## config.mk

```make
export PLATFORM = sky130hd
export DESIGN_NAME = sdram_gap_timer
export DESIGN_NICKNAME = d
export VERILOG_FILES = /design/src/rtl/sdram_pkg.sv /design/src/rtl/sdram_gap_timer.sv
export SDC_FILE = /design/constraint.sdc
export NUM_CORES = 1
export LEC_CHECK = 0
export ABC_AREA = 1
export BUFFER_PORTS_ARGS = -buffer_cell sky130_fd_sc_hd__buf_2
export CORE_AREA = 5 5 42 44
export DETAILED_ROUTE_END_ITERATION = 8
export DIE_AREA = 0 0 47 49
export PLACE_DENSITY = 0.56
export SETUP_SLACK_MARGIN = 0.4
export SLEW_MARGIN = 15
export SYNTH_ARGS = -nofsm -noshare
export SYNTH_HDL_FRONTEND = slang
export SYNTH_SLANG_ARGS = --single-unit
```

## constraint.sdc

```tcl
create_clock -name sys_clk -period 1.6 [get_ports sys_clk]
set_input_delay 0.08 -clock sys_clk [delete_from_list [all_inputs] [get_ports sys_clk]]
set_output_delay 0.08 -clock sys_clk [all_outputs]
set_load 0.01 [all_outputs]
```

## src/rtl/sdram_pkg.sv

```systemverilog
// Shared SDRAM command-bus definitions: command encodings, error codes, MRS field layout.
// Used by the init checker, the init sequencer and the read/write controller.
// Pure definitions, so no latency or flow control applies.
package sdram_pkg;

    // {CS_N, RAS_N, CAS_N, WE_N}
    localparam logic [3:0] CMD_NOP  = 4'b0111;
    localparam logic [3:0] CMD_PRE  = 4'b0010;
    localparam logic [3:0] CMD_AREF = 4'b0001;
    localparam logic [3:0] CMD_MRS  = 4'b0000;
    localparam logic [3:0] CMD_ACT  = 4'b0011;
    localparam logic [3:0] CMD_RD   = 4'b0101;
    localparam logic [3:0] CMD_WR   = 4'b0100;
    localparam logic [3:0] CMD_BST  = 4'b0110;

    localparam logic [2:0] ERR_NONE   = 3'd0;
    localparam logic [2:0] ERR_EARLY  = 3'd1;
    localparam logic [2:0] ERR_SEQ    = 3'd2;
    localparam logic [2:0] ERR_TIMING = 3'd3;
    localparam logic [2:0] ERR_MRSBAD = 3'd4;
    localparam logic [2:0] ERR_PALL   = 3'd5;

    // Mode register field positions on the address bus
    localparam int MRS_BL_LSB  = 0;
    localparam int MRS_BT_BIT  = 3;
    localparam int MRS_CL_LSB  = 4;
    localparam int MRS_OPM_LSB = 7;
    localparam int MRS_WS_BIT  = 9;
    localparam int PALL_BIT    = 10;

    // One bit per encoding: CAS latency 2/3; burst length 1/2/4/8/full-page
    localparam logic [7:0] CAS_LEGAL_MASK = 8'b0000_1100;
    localparam logic [7:0] BL_LEGAL_MASK  = 8'b1000_1111;

    // Only the commands that set a recovery gap need their own class
    typedef enum logic [1:0] {
        CLS_OTHER = 2'd0,
        CLS_PRE   = 2'd1,
        CLS_AREF  = 2'd2,
        CLS_MRS   = 2'd3
    } cmd_class_t;

    typedef enum logic [2:0] {
        ST_PWR      = 3'd0,
        ST_WAIT_PRE = 3'd1,
        ST_WAIT_AR  = 3'd2,
        ST_WAIT_MRS = 3'd3,
        ST_RUN      = 3'd4,
        ST_ERR      = 3'd5
    } state_t;

    // Deselect (CS_N high) behaves exactly like a NOP
    function automatic logic is_nop(input logic [3:0] cmd);
        return cmd[3] || (cmd == CMD_NOP);
    endfunction

    function automatic cmd_class_t classify(input logic [3:0] cmd);
        cmd_class_t cls;
        cls = CLS_OTHER;
        case (cmd)
            CMD_PRE:  cls = CLS_PRE;
            CMD_AREF: cls = CLS_AREF;
            CMD_MRS:  cls = CLS_MRS;
            CMD_ACT, CMD_RD, CMD_WR, CMD_BST, CMD_NOP: cls = CLS_OTHER;
            default:  cls = CLS_OTHER;
        endcase
        return cls;
    endfunction

    function automatic logic mrs_legal(input logic [1:0] ba, input logic [12:0] addr);
        logic [2:0] cl;
        logic [2:0] bl;
        cl = addr[MRS_CL_LSB +: 3];
        bl = addr[MRS_BL_LSB +: 3];
        return (ba == 2'b00) && CAS_LEGAL_MASK[cl] && BL_LEGAL_MASK[bl]
               && (addr[MRS_OPM_LSB +: 2] == 2'b00);
    endfunction

endpackage

```

## src/rtl/sdram_gap_timer.sv

```systemverilog
// Tracks NOP cycles since the last real command against the recovery gap that command needs.
// Registers update on the edge that samples the command; gap_ok is combinational from them.
// No backpressure: observes the bus every cycle. Ports: cmd_valid/cmd_class in, gap_ok out.
module sdram_gap_timer
    import sdram_pkg::*;
#(
    parameter int TRP_CLK  = 2,
    parameter int TRF_CLK  = 7,
    parameter int TMRD_CLK = 3
) (
    input  logic       sys_clk,
    input  logic       sys_rst_n,
    input  logic       cmd_valid,
    input  logic [1:0] cmd_class,
    output logic       gap_ok
);

    // The counter saturates at 15, so larger requirements are clamped to it
    localparam logic [3:0] REQ_PRE  = (TRP_CLK  > 15) ? 4'd15 : 4'(TRP_CLK);
    localparam logic [3:0] REQ_AREF = (TRF_CLK  > 15) ? 4'd15 : 4'(TRF_CLK);
    localparam logic [3:0] REQ_MRS  = (TMRD_CLK > 15) ? 4'd15 : 4'(TMRD_CLK);

    logic [3:0] gap;
    logic [3:0] req;
    logic [3:0] req_nxt;

    always_comb begin
        req_nxt = 4'd0;
        case (cmd_class)
            CLS_PRE:  req_nxt = REQ_PRE;
            CLS_AREF: req_nxt = REQ_AREF;
            CLS_MRS:  req_nxt = REQ_MRS;
            default:  req_nxt = 4'd0;
        endcase
    end

    always_ff @(posedge sys_clk or negedge sys_rst_n) begin
        if (!sys_rst_n) begin
            gap <= 4'd0;
            req <= 4'd0;
        end else if (cmd_valid) begin
            gap <= 4'd0;
            req <= req_nxt;
        end else if (gap != 4'd15) begin
            gap <= gap + 4'd1;
        end
    end

    assign gap_ok = (gap >= req);

endmodule

```

[Word-level counts from Yosys, hierarchy flattened]
Index checks and enable logic that the tools add are counted.
Word-level totals
  bits in read-only memories: 0
  output and inout bits: 1
  bits of input ports: 5
  memories: 0
  bits in registers: 8
  bits in latches: 0
  bits in writable memories: 0
  logic and storage cells: 12
Cells by class
  equal/unequal tests: 4
  divide/modulo/power cells: 0
  bitwise logic cells: 0
  reduce and logical (&&, ||, !) cells: 1
  multipliers: 0
  add/subtract/negate cells: 1
  shift-type cells: 0
  mux-type cells: 3
  $lt $le $gt $ge: 1
Operators with widths (number)
  $pmux 3 s3: 1
  $mux 4: 2
  $add 4x1->4 const B: 1
  $eq 2x2->1 const B: 2
  $ge 4x4->1: 1
  $ne 4x4->1 const B: 1
  $eq 2x1->1 const B: 1
  $reduce_bool 2->1: 1

[Logic depth before layout (Yosys ltp)]
  depth in word-level cells: 3
  depth in mapped cells: 7

[Least setup slack after synthesis]
Ideal clock, no wire load.
  kind: register to output
  start point: register gap[2]
  end point: output gap_ok
  cell stages (with the launch flop): 6
  setup slack: 567 ps
  arrival time: 953 ps
  path buffers: 0
  cells stage by stage: dfrtp_1 > ha_1 > inv_1 > nor2_1 > nand2_1 > nand3_1
On the way
  cells in the longest elaborated chain, start to end: 1
Ends and longest elaborated chain
  from (decl): RTL line sdram_gap_timer.sv:23  | logic [3:0] gap;
  from (signal assigned): RTL line sdram_gap_timer.sv:45  | gap <= gap + 4'd1;
  $ge 4x4->1: RTL line sdram_gap_timer.sv:49  | assign gap_ok = (gap >= req);
  to (decl): RTL line sdram_gap_timer.sv:15  | output logic gap_ok
Every way passes these cells.

[Worst setup path in the final report]
  start point: register gap[1]
  end point: output gap_ok
The elaborated chain is that of the path after synthesis.

==> run metrics <==
run status completed; crit path DAT 1.26 ns; first-pass GRT wire length 1300 µm; most area-consuming cells after synthesis dfrtp_1 (44%), nand2_1 (13%), ha_1 (13%), inv_1 (7.6%), nor2_1 (5.7%); Num CTS Buffers 3; Worst R2R Setup Slack between 0.4 and 0.5 ns; flops & latches, synth 7; hpwl dp 575 µm; post-DR vias/cell 4.32; Max H-tree Level 1; RSZ-0062 raised after global routing yes; CTS tree yes; Critical path origin gap[1]; post-route cell area 526 µm²; worst vdd ir 0.281 mV; worst r2r path cells 6; min-delay src cmd_class[0]; CP Capture Type primary output; Initial Utilization 28.1%; Max transition margin around 85%; pin count of the biggest net entering global routing 8; DIE AREA roughly 0.0023 mm²; Post-Syn Area 394 µm²; Top Ports 6; clock sink total 7; Post-synth EDFFs 0; Max Transition Viols Final 0; RD Place Congestion 0.716; filler instances 152; final setup TNS 0 ns; worst slew pin tran 0.222 ns; CP max FO 2; f_max 0.745 GHz; Async S/R FF share, synth 100%; placed cell area 439 µm²; layout cell share with drive strength beyond 1 30.2%; worst-case clock buffer depth 2; syn_nets 59; initial antenna violation count 0; Hold Path End req[2]; min cycle time layout 1.34 ns; PD cells 876 mW/mm²; worst skew pair latency around 0.25 ns; Tcrit/Tclk final 83.9%; Core ar. 0.00140 mm²; Chip Width 47 µm; clock root cell clkbuf_4; post-synth cell types 11; Synth Instances 50; final setup vio count 0; Yosys Warn Count 0; antenna-violating nets left 0; diodes inserted 0; Post-Route WL 767 µm; DRC violations left 0; die span in y 49 µm; Yosys top cell area share 44.4%; CTS clock-pin slew for the worst setup and hold paths 0.05 ns; top cells by count, synth nand2_1 (14), inv_1 (8), dfrtp_1 (7), nor2_1 (6); Total GRT Usage 8.12%; Wirelength per Cell 9.71 µm; total gr overflow 0; WP data required 1.52 ns; Mean Syn Cell Area slightly below 8 µm²; R2R Path Start gap[1]; worst hold path cell count 2; vias in the first global route 341; most numerous cell in the Yosys netlist nand2_1; row cnt 14; 1st-iter DRT viols 0; Final nets 73; FF-to-FF End gap[3]; WS Path Type flop to primary output; Layout Skew 0.000478 ns; Worst Setup Start Kind flop; register area share after synthesis between 40% and 50%; P_leak 0.000273 µW; Pre-Repair DR Iteration Count 1; Vias 341; Port Buf Inserts 5; max cap viols 0; main flop type after synthesis dfrtp_1; Hold Vio Cnt, Final 0; Layout area overhead 33.3%; HP Class input pin to flop; Synth area leader dfrtp_1
==> critical path, stage by stage (launching register included) <==
cell and delay [ns]:
dfrtp_1 0.41, ha_4 0.28, nand2_1 0.05, nand2_1 0.05
nand2_1 0.05, nand3_1 0.05, buf_2 0.12
==> cell type report <==
cell class                      count  area, µm²  area share [%]
Tap cell                           16       20.0            3.81
Multi-Input combinational cell     35        216            41.2
Inverter                            8       30.0            5.71
Sequential cell                     7        175            33.3
Clock buffer                        4       26.3            5.00
Timing Repair Buffer                9       57.6            11.0
==> sequential cells by signal (all words and copies together) (netlist names) <==
signal / flops
req: 3
gap: 4
==> layer usage <==
metal / global-route usage, % / wire length [µm]
met5: 0 / 0
met3: 3.32 / 29
met1: 9.53 / 377
met2: 12.2 / 343
met4: 4.15 / 16
==> kinds of logic (layout without fill, tap and decap cells) <==
group	count (synthesis)	in the layout	share of synthesized area [%]
buf+inv	8	21	7.62
compound gates	4	4	5.40
simple gates	27	27	29.8
fa+ha+maj	4	4	12.7
flops	7	7	44.4
==> how the worst max path moves through the flow <==
stage	slack (ns)	cells past startpoint	to
2_1_floorplan	0.57	5	gap_ok
3_3_place_gp	0.45	6	gap_ok
3_5_place_dp	0.43	6	gap_ok
4_1_cts	0.24	6	gap_ok
5_1_grt	0.18	6	gap_ok
6_report	0.26	6	gap_ok
==> layout by cell type (no fill, tap or decap) <==
master          n
nor2_1          5
nand3_1         4
ha_4            2
o21ai_0         3
inv_2           3
buf_2           5
nor2_2          2
nand2_1        14
buf_4           3
ha_1            2
clkbuf_4        3
nand3_2         1
inv_1           5
clkbuf_1        1
o22ai_1         1
nand4_1         1
dlygate4sd3_1   1
dfrtp_1         7
==> timing repair <==
item | in CTS | in global routing
resized for setup | 5 | 1
hold buffers | 1 | 0
buffers inserted | 3 | 0
endpoints found under the hold margin | 7 | 0
setup endpoints to repair | 1 | 1
pin swaps | 3 | 1
==> power by group <==
part           total (µW)  switching (µW)  leakage [µW]  internal [µW]
registers             199            8.77     0.0000899            190
clock network         162            66.9     0.0000150           95.3
logic                99.4            52.1      0.000169           47.4
==> metrics by stage <==
step	hold WS [ns]	cells	setup slack (ns)	total power, µW	util (%)
CTS	0.0162	79	0.238	465	37.3
detailed placement	-0.0731	71	0.431	278	31.3
finish	0.0228	79	0.258	460	37.5
global route	0.0359	79	0.184	495	37.5
floorplan	-0.216	50	0.567	249	-
global placement	-0.0738	71	0.447	276	31.3
Note: power is estimated with default switching activity, not from simulation.
